**src/rtl/ladybird_initiator_pkg.sv**
```systemverilog
// Shared types for the ladybird bus initiator.
// FSM state enum, command bundle, default timeout constant.
package ladybird_initiator_pkg;

  typedef enum logic [1:0] {
    S_IDLE,
    S_REQ,
    S_RDWAIT,
    S_RESP
  } state_e;

  typedef struct packed {
    logic [31:0] addr;
    logic [31:0] wdata;
    logic [3:0]  wstrb;
  } cmd_t;

  localparam int TIMEOUT_CYCLES_DEFAULT = 255;
  localparam int CMD_W = $bits(cmd_t);

  // A zero strobe mask marks a read.
  function automatic logic is_read(cmd_t c);
    return c.wstrb == 4'h0;
  endfunction

endpackage

```
**src/rtl/ladybird_bus_interface.sv**
```systemverilog
// Ladybird request/grant bus.
// primary drives req/addr/wstrb/wdata; secondary answers gnt/rdgnt/rdata.
interface ladybird_bus_interface;
  logic        req;
  logic [31:0] addr;
  logic [3:0]  wstrb;
  logic [31:0] wdata;
  logic        gnt;
  logic        rdgnt;
  logic [31:0] rdata;

  modport primary (
    output req, addr, wstrb, wdata,
    input  gnt, rdgnt, rdata
  );

  modport secondary (
    input  req, addr, wstrb, wdata,
    output gnt, rdgnt, rdata
  );
endinterface

```
**src/rtl/ladybird_initiator_fifo.sv**
```systemverilog
// Command FIFO: clk, rst (async high), push/wdata, pop/rdata, full, empty.
// Pointers carry an extra wrap bit to tell full from empty.
module ladybird_initiator_fifo #(
  parameter int WIDTH = 8,
  parameter int DEPTH = 4
) (
  input  logic             clk,
  input  logic             rst,
  input  logic             push,
  input  logic [WIDTH-1:0] wdata,
  input  logic             pop,
  output logic [WIDTH-1:0] rdata,
  output logic             full,
  output logic             empty
);
  localparam int AW = $clog2(DEPTH);

  logic [AW:0]      wptr_q;
  logic [AW:0]      rptr_q;
  logic [WIDTH-1:0] mem [DEPTH];

  assign empty = wptr_q == rptr_q;
  assign full  = (wptr_q[AW] != rptr_q[AW]) &&
                 (wptr_q[AW-1:0] == rptr_q[AW-1:0]);
  assign rdata = mem[rptr_q[AW-1:0]];

  always_ff @(posedge clk or posedge rst) begin
    if (rst) begin
      wptr_q <= '0;
      rptr_q <= '0;
    end else begin
      if (push && !full) wptr_q <= wptr_q + 1'b1;
      if (pop && !empty) rptr_q <= rptr_q + 1'b1;
    end
  end

  always_ff @(posedge clk) begin
    if (push && !full) mem[wptr_q[AW-1:0]] <= wdata;
  end
endmodule

```
**src/rtl/ladybird_bus_initiator.sv**
```systemverilog
// Bus initiator: queues commands, runs one bus transaction at a time.
// Ports: clk, rst, bus (primary), cmd_*, rsp_*; macro LADYBIRD_INITIATOR_TIMEOUT_EN.
module ladybird_bus_initiator
  import ladybird_initiator_pkg::*;
#(
  parameter int CMD_DEPTH      = 4,
  parameter int TIMEOUT_CYCLES = TIMEOUT_CYCLES_DEFAULT
) (
  input  logic        clk,
  input  logic        rst,
  ladybird_bus_interface.primary bus,
  input  logic        cmd_valid,
  output logic        cmd_ready,
  input  logic [31:0] cmd_addr,
  input  logic [31:0] cmd_wdata,
  input  logic [3:0]  cmd_wstrb,
  output logic        rsp_valid,
  input  logic        rsp_ready,
  output logic [31:0] rsp_rdata,
  output logic        rsp_err
);
  if (CMD_DEPTH < 2 || (CMD_DEPTH & (CMD_DEPTH - 1)) != 0 ||
      TIMEOUT_CYCLES < 1) begin : g_cfg_err
    $error("ladybird_bus_initiator: bad CMD_DEPTH or TIMEOUT_CYCLES");
  end

  state_e      state_q, state_d;
  cmd_t        cmd_in, fifo_head, txn_q;
  logic        ready_q, fifo_full, fifo_empty;
  logic        push, pop, cap, timeout, in_req;
  logic [31:0] cap_data, rdata_q;

  assign cmd_in    = {cmd_addr, cmd_wdata, cmd_wstrb};
  // ready_q keeps cmd_ready low through reset and the edge that ends it.
  assign cmd_ready = ready_q & ~fifo_full;
  assign push      = cmd_valid & cmd_ready;

  ladybird_initiator_fifo #(
    .WIDTH (CMD_W),
    .DEPTH (CMD_DEPTH)
  ) u_fifo (
    .clk   (clk),
    .rst   (rst),
    .push  (push),
    .wdata (cmd_in),
    .pop   (pop),
    .rdata (fifo_head),
    .full  (fifo_full),
    .empty (fifo_empty)
  );

  assign in_req    = state_q == S_REQ;
  assign bus.req   = in_req;
  assign bus.addr  = in_req ? txn_q.addr  : 32'h0;
  assign bus.wdata = in_req ? txn_q.wdata : 32'h0;
  assign bus.wstrb = in_req ? txn_q.wstrb : 4'h0;

  assign rsp_valid = state_q == S_RESP;
  assign rsp_rdata = rsp_valid ? rdata_q : 32'h0;

  always_comb begin
    state_d  = state_q;
    pop      = 1'b0;
    cap      = 1'b0;
    cap_data = 32'h0;
    unique case (state_q)
      S_IDLE: begin
        if (!fifo_empty) begin
          pop     = 1'b1;
          state_d = S_REQ;
        end
      end
      S_REQ: begin
        if (bus.gnt) begin
          if (!is_read(txn_q)) begin
            state_d = S_RESP;
            cap     = 1'b1;
          end else if (bus.rdgnt) begin
            state_d  = S_RESP;
            cap      = 1'b1;
            cap_data = bus.rdata;
          end else begin
            state_d = S_RDWAIT;
          end
        end else if (timeout) begin
          state_d = S_RESP;
          cap     = 1'b1;
        end
      end
      S_RDWAIT: begin
        if (bus.rdgnt) begin
          state_d  = S_RESP;
          cap      = 1'b1;
          cap_data = bus.rdata;
        end else if (timeout) begin
          state_d = S_RESP;
          cap     = 1'b1;
        end
      end
      S_RESP: begin
        if (rsp_ready) begin
          if (!fifo_empty) begin
            pop     = 1'b1;
            state_d = S_REQ;
          end else begin
            state_d = S_IDLE;
          end
        end
      end
      default: state_d = S_IDLE;
    endcase
  end

  always_ff @(posedge clk or posedge rst) begin
    if (rst) begin
      state_q <= S_IDLE;
      ready_q <= 1'b0;
      txn_q   <= '0;
      rdata_q <= 32'h0;
    end else begin
      state_q <= state_d;
      ready_q <= 1'b1;
      if (pop) txn_q <= fifo_head;
      if (cap) rdata_q <= cap_data;
    end
  end

`ifdef LADYBIRD_INITIATOR_TIMEOUT_EN
  localparam int TW = $clog2(TIMEOUT_CYCLES + 1);
  localparam logic [TW-1:0] TO_LAST = TW'(TIMEOUT_CYCLES - 1);

  logic [TW-1:0] to_cnt_q;
  logic          err_q, granted;

  assign timeout = to_cnt_q == TO_LAST;
  assign granted = in_req ? bus.gnt : bus.rdgnt;
  assign rsp_err = rsp_valid & err_q;

  // Any state change restarts the count, so each REQ/RDWAIT stay is timed alone.
  always_ff @(posedge clk or posedge rst) begin
    if (rst) begin
      to_cnt_q <= '0;
      err_q    <= 1'b0;
    end else begin
      if (state_d != state_q) to_cnt_q <= '0;
      else if (in_req || state_q == S_RDWAIT) to_cnt_q <= to_cnt_q + TW'(1);
      if (cap) err_q <= timeout & ~granted;
    end
  end
`else
  assign timeout = 1'b0;
  assign rsp_err = 1'b0;
`endif
endmodule

```
**src/flat_wrapper.sv**
```systemverilog
// flat-port wrapper written by rule: the top's interface ports become plain ports
module ladybird_bus_initiator_flat import ladybird_initiator_pkg::*;
#(
  parameter int CMD_DEPTH      = 4,
  parameter int TIMEOUT_CYCLES = TIMEOUT_CYCLES_DEFAULT
)
  (clk, rst, cmd_valid, cmd_ready, cmd_addr, cmd_wdata, cmd_wstrb, rsp_valid, rsp_ready, rsp_rdata, rsp_err, bus_req, bus_addr, bus_wstrb, bus_wdata, bus_gnt, bus_rdgnt, bus_rdata);
  ladybird_bus_interface bus_i ();
  input  logic clk;
  input  logic rst;
  input  logic cmd_valid;
  output logic cmd_ready;
  input  logic [31:0] cmd_addr;
  input  logic [31:0] cmd_wdata;
  input  logic [3:0] cmd_wstrb;
  output logic rsp_valid;
  input  logic rsp_ready;
  output logic [31:0] rsp_rdata;
  output logic rsp_err;
  output wire logic [$bits(bus_i.req)-1:0] bus_req;
  output wire logic [$bits(bus_i.addr)-1:0] bus_addr;
  output wire logic [$bits(bus_i.wstrb)-1:0] bus_wstrb;
  output wire logic [$bits(bus_i.wdata)-1:0] bus_wdata;
  input wire logic [$bits(bus_i.gnt)-1:0] bus_gnt;
  input wire logic [$bits(bus_i.rdgnt)-1:0] bus_rdgnt;
  input wire logic [$bits(bus_i.rdata)-1:0] bus_rdata;
  assign bus_req = bus_i.req;
  assign bus_addr = bus_i.addr;
  assign bus_wstrb = bus_i.wstrb;
  assign bus_wdata = bus_i.wdata;
  assign bus_i.gnt = bus_gnt;
  assign bus_i.rdgnt = bus_rdgnt;
  assign bus_i.rdata = bus_rdata;
  ladybird_bus_initiator #(.CMD_DEPTH(CMD_DEPTH), .TIMEOUT_CYCLES(TIMEOUT_CYCLES)) u_core (.clk(clk), .rst(rst), .bus(bus_i), .cmd_valid(cmd_valid), .cmd_ready(cmd_ready), .cmd_addr(cmd_addr), .cmd_wdata(cmd_wdata), .cmd_wstrb(cmd_wstrb), .rsp_valid(rsp_valid), .rsp_ready(rsp_ready), .rsp_rdata(rsp_rdata), .rsp_err(rsp_err));
endmodule
```
**config.mk**
```make
export PLATFORM = sky130hd
export DESIGN_NAME = ladybird_bus_initiator_flat
export DESIGN_NICKNAME = d
export VERILOG_FILES = /design/src/rtl/ladybird_initiator_pkg.sv /design/src/rtl/ladybird_bus_interface.sv /design/src/rtl/ladybird_initiator_fifo.sv /design/src/rtl/ladybird_bus_initiator.sv /design/src/flat_wrapper.sv
export SDC_FILE = /design/constraint.sdc
export NUM_CORES = 1
export LEC_CHECK = 0
export ABC_CLOCK_PERIOD_IN_PS = 8800
export CAP_MARGIN = 0
export CORE_MARGIN = 10
export CORE_UTILIZATION = 40
export DETAILED_ROUTE_END_ITERATION = 6
export PLACE_DENSITY = 0.73
export SYNTH_ARGS = -nofsm -noshare
export SYNTH_HDL_FRONTEND = slang
export SYNTH_SLANG_ARGS = --single-unit
```
**constraint.sdc**
```tcl
create_clock -name clk -period 8.8 [get_ports clk]
set_input_delay 0.88 -clock clk [delete_from_list [all_inputs] [get_ports clk]]
set_output_delay 0.88 -clock clk [all_outputs]
set_load 0.05 [all_outputs]
```
==> impl_metrics.env <==
export IMPL_firstDrtPassIters=4
export IMPL_clk_pin_slew_ns=0.06
export IMPL_startpoint="u_core.u_fifo.rptr_q[0]$_DFFE_PP0P_"
export IMPL_setup_viol=0
export IMPL_die_y_um=213
export IMPL_die_w_um=213
export IMPL_vias=7482
export IMPL_grt_pass1_wl_um=48400
export IMPL_dp_hpwl_um=18600
export IMPL_rr_startpoint="u_core.state_q[0]$_DFFE_PP0P_"
export IMPL_worst_skew_pair_late_latency_ns=0.53
export IMPL_min_period_over_period=0.467
export IMPL_crit_required_ns=7.92
export IMPL_io_pins=210
export IMPL_leakage_uw=0.00671
export IMPL_fin_tns_setup_ns=0
export IMPL_ys_seq_elements=381
export IMPL_cp_max_fo=35
export IMPL_status="complete, no violations"
export IMPL_hp_class="reg -> reg"
export IMPL_design_area_sq_um=18800
export IMPL_finClkSkew_ns=0.0126
export IMPL_synth_distinct_cells=31
export IMPL_antenna_left=0
export IMPL_avgSynthCellArea_sq_um=19.9
export IMPL_num_rows=70
export IMPL_synth_cells=746
export IMPL_syn2layout_area_growth_pct=26.6
export IMPL_ir_worst_vdd_mv=0.194
export IMPL_reg2regPathDepth=6
export IMPL_powerDensity_nw_per_um2=365
export IMPL_cts_tree="built"
export IMPL_setup_worst_path_end="cmd_ready"
export IMPL_die_area_sq_um=45300
export IMPL_drv_slew=0
export IMPL_gr_total_overflow=0
export IMPL_layout_min_cycle_time_ns=4.11
export IMPL_numCtsBuffers=41
export IMPL_r2r_slack_ns=5.28
export IMPL_core_area_sq_um=36600
export IMPL_placed_cell_area_sq_um=17400
export IMPL_maxSlewHeadroom=0.238
export IMPL_cts_root_buf="clkbuf_16"
export IMPL_clock_path_buffers=3
export IMPL_viasPerCell=5.10
export IMPL_grt_max_degree=73
export IMPL_antenna_found_initial=1
export IMPL_h_tree_depth=2
export IMPL_fillers=2976
export IMPL_hold_buffers=0
export IMPL_cts_resized=0
export IMPL_wl_per_cell_um=21.3
export IMPL_cts_sinks=381
export IMPL_cp_arrival_ns=3.23
export IMPL_ys_warnings_count=0
export IMPL_first_global_vias=8066
export IMPL_syn_area_sq_um=14900
export IMPL_nets=1083
export IMPL_r2r_end="u_core.txn_q[7]$_DFFE_PP0P_"
export IMPL_drt_total_wl_um=31200
export IMPL_path_class="reg -> out"
export IMPL_routabilityCongestion=0.722
export IMPL_start_util=0.406
export IMPL_drtIter0Drc=469
export IMPL_rsz0062_at_grt="false"
export IMPL_worst_setup_path_start_kind="flip-flop"
export IMPL_post_cts_setup_buffers=0
export IMPL_seq_area_frac_synth=0.733
export IMPL_grt_usage=0.138
export IMPL_port_buffer_count=208
export IMPL_max_freq_mhz=244
export IMPL_antenna_cells=0
export IMPL_worst_pin_slew_ns=1.14
export IMPL_drc=0
export IMPL_hold_path_startpoint="u_core.rdata_q[7]$_DFFE_PP0P_"
export IMPL_drive_above_1_share=0.219
export IMPL_endpoint_kind="output port"
export IMPL_cap_violations=0
export IMPL_synth_nets=862
export IMPL_timing_hold_violations_final=0
-- kinds of logic after synthesis --
family	share of synthesized area
DFF	0.733
adders and majority gates	0.00841
xor gates and xnor gates	0.00471
buffers and inverters	0.0178
and+or+nand+nor	0.0460
AOI/OAI and AO/OA	0.0248
other	0.000505
muxes	0.165
-- layer usage --
metal / GRT usage / part of all wire / vias to the layer above
li1: - / - / 3325
met1: 0.183 / 0.44 / 3899
met2: 0.221 / 0.47 / 220
met3: 0.0384 / 0.073 / 36
met4: 0.0359 / 0.016 / 2
met5: 0 / 0.00022 / -
-- metrics by stage --
| stage | cells | util | total power (uW) | hold WS, ns | setup slack [ns] |
|---|---|---|---|---|---|
| final | 1467 | 0.514 | 6870 | 0.495 | 4.69 |
| after global routing | 1467 | 0.514 | 7210 | 0.510 | 4.37 |
| after CTS | 1467 | 0.514 | 6970 | 0.492 | 4.59 |
| after detailed placement | 1392 | 0.476 | 5190 | 0.476 | 5.17 |
| after global placement | 1392 | 0.476 | 5140 | 0.463 | 5.25 |
| after floorplan | 746 | - | 4450 | 0.449 | 4.79 |
-- registers in the layout (all words and copies together), names as in the netlist --
register              count
u_core.rdata_q           32
u_core.ready_q            1
u_core.state_q            2
u_core.txn_q             68
u_core.u_fifo.mem       272
u_core.u_fifo.rptr_q      3
u_core.u_fifo.wptr_q      3
-- critical path, cell delays in order (launching register included) --
cell and delay [ns]:
dfrtp_4 0.92, xnor2_1 0.28, a31oi_1 0.53, clkdlybuf4s50_1 0.93
-- placed cells by master (no fill, tap or decap), types with 3 or more instances in the layout --
cell             netlist  final
xnor2_1                5      5
mux2_4                30     30
clkinv_2               0      7
xor2_1                 3      3
nand2_1                5      5
clkbuf_1              22     14
clkbuf_16              0     43
buf_4                  3     11
dfrtp_1              109    107
a22o_1                32     32
clkdlybuf4s50_1        0    208
ha_1                  10      9
mux4_2                68     68
mux2_2                40     40
edfxtp_1             272    272
and3_4                 0      4
and2_1               100    100
bufinv_16              0      6
inv_1                 10      9
-- power breakdown --
part	total [uW]	switching (uW)	internal [uW]
combinational	2530	1390	1150
clock	1760	672	1090
sequential	2570	240	2330
-- worst min path at each step --
stage                                          endpoint  slack, ns  cells after the start
after floorplan            u_core.txn_q[10]$_DFFE_PP0P_       0.45                      1
after global placement     u_core.txn_q[21]$_DFFE_PP0P_       0.46                      1
after detailed placement   u_core.txn_q[21]$_DFFE_PP0P_       0.48                      1
after CTS                  u_core.txn_q[21]$_DFFE_PP0P_       0.49                      1
after global routing       u_core.txn_q[44]$_DFFE_PP0P_       0.51                      1
final                     u_core.rdata_q[7]$_DFFE_PP0P_       0.49                      1
-- cell usage after synthesis --
cell        n  area, sq um
dfrtp_1   109         2730
a21oi_1     2         10.0
nor4_1      1         6.26
a2111o_1    1         11.3
ha_1       10          125
buf_1       1         3.75
xor2_1      3         26.3
mux2_1      2         22.5
nand2_1     5         18.8
clkbuf_1   22         82.6
and2_1    100          626
and3_1      4         25.0
edfxtp_1  272         8170
a31oi_1     2         12.5
nor2_1      1         3.75
buf_6       7         78.8
mux4_2     68         1530
o21ai_0     1         5.00
buf_2       8         40.0
nand3_1     1         5.00
a222oi_1    1         10.0
buf_4       3         22.5
conb_1      2         7.51
a311oi_4    1         26.3
inv_1      10         37.5
o22ai_1     1         6.26
xnor2_1     5         43.8
a22o_1     32          280
mux2_4     30          450
a21boi_0    1         7.51
mux2_2     40          450
-- final cells by class --
| cell class | instances | area (sq um) | share of cell area |
|---|---|---|---|
| sequential | 381 | 10900 | 0.579 |
| multi-input combinational | 314 | 3740 | 0.198 |
| tap | 468 | 586 | 0.0311 |
| timing repair buffer | 219 | 2160 | 0.115 |
| clock inverter | 16 | 236 | 0.0126 |
| clock buffer | 59 | 1160 | 0.0614 |
| inverter | 10 | 40.0 | 0.00213 |
Power figures use the tool's default switching activity.
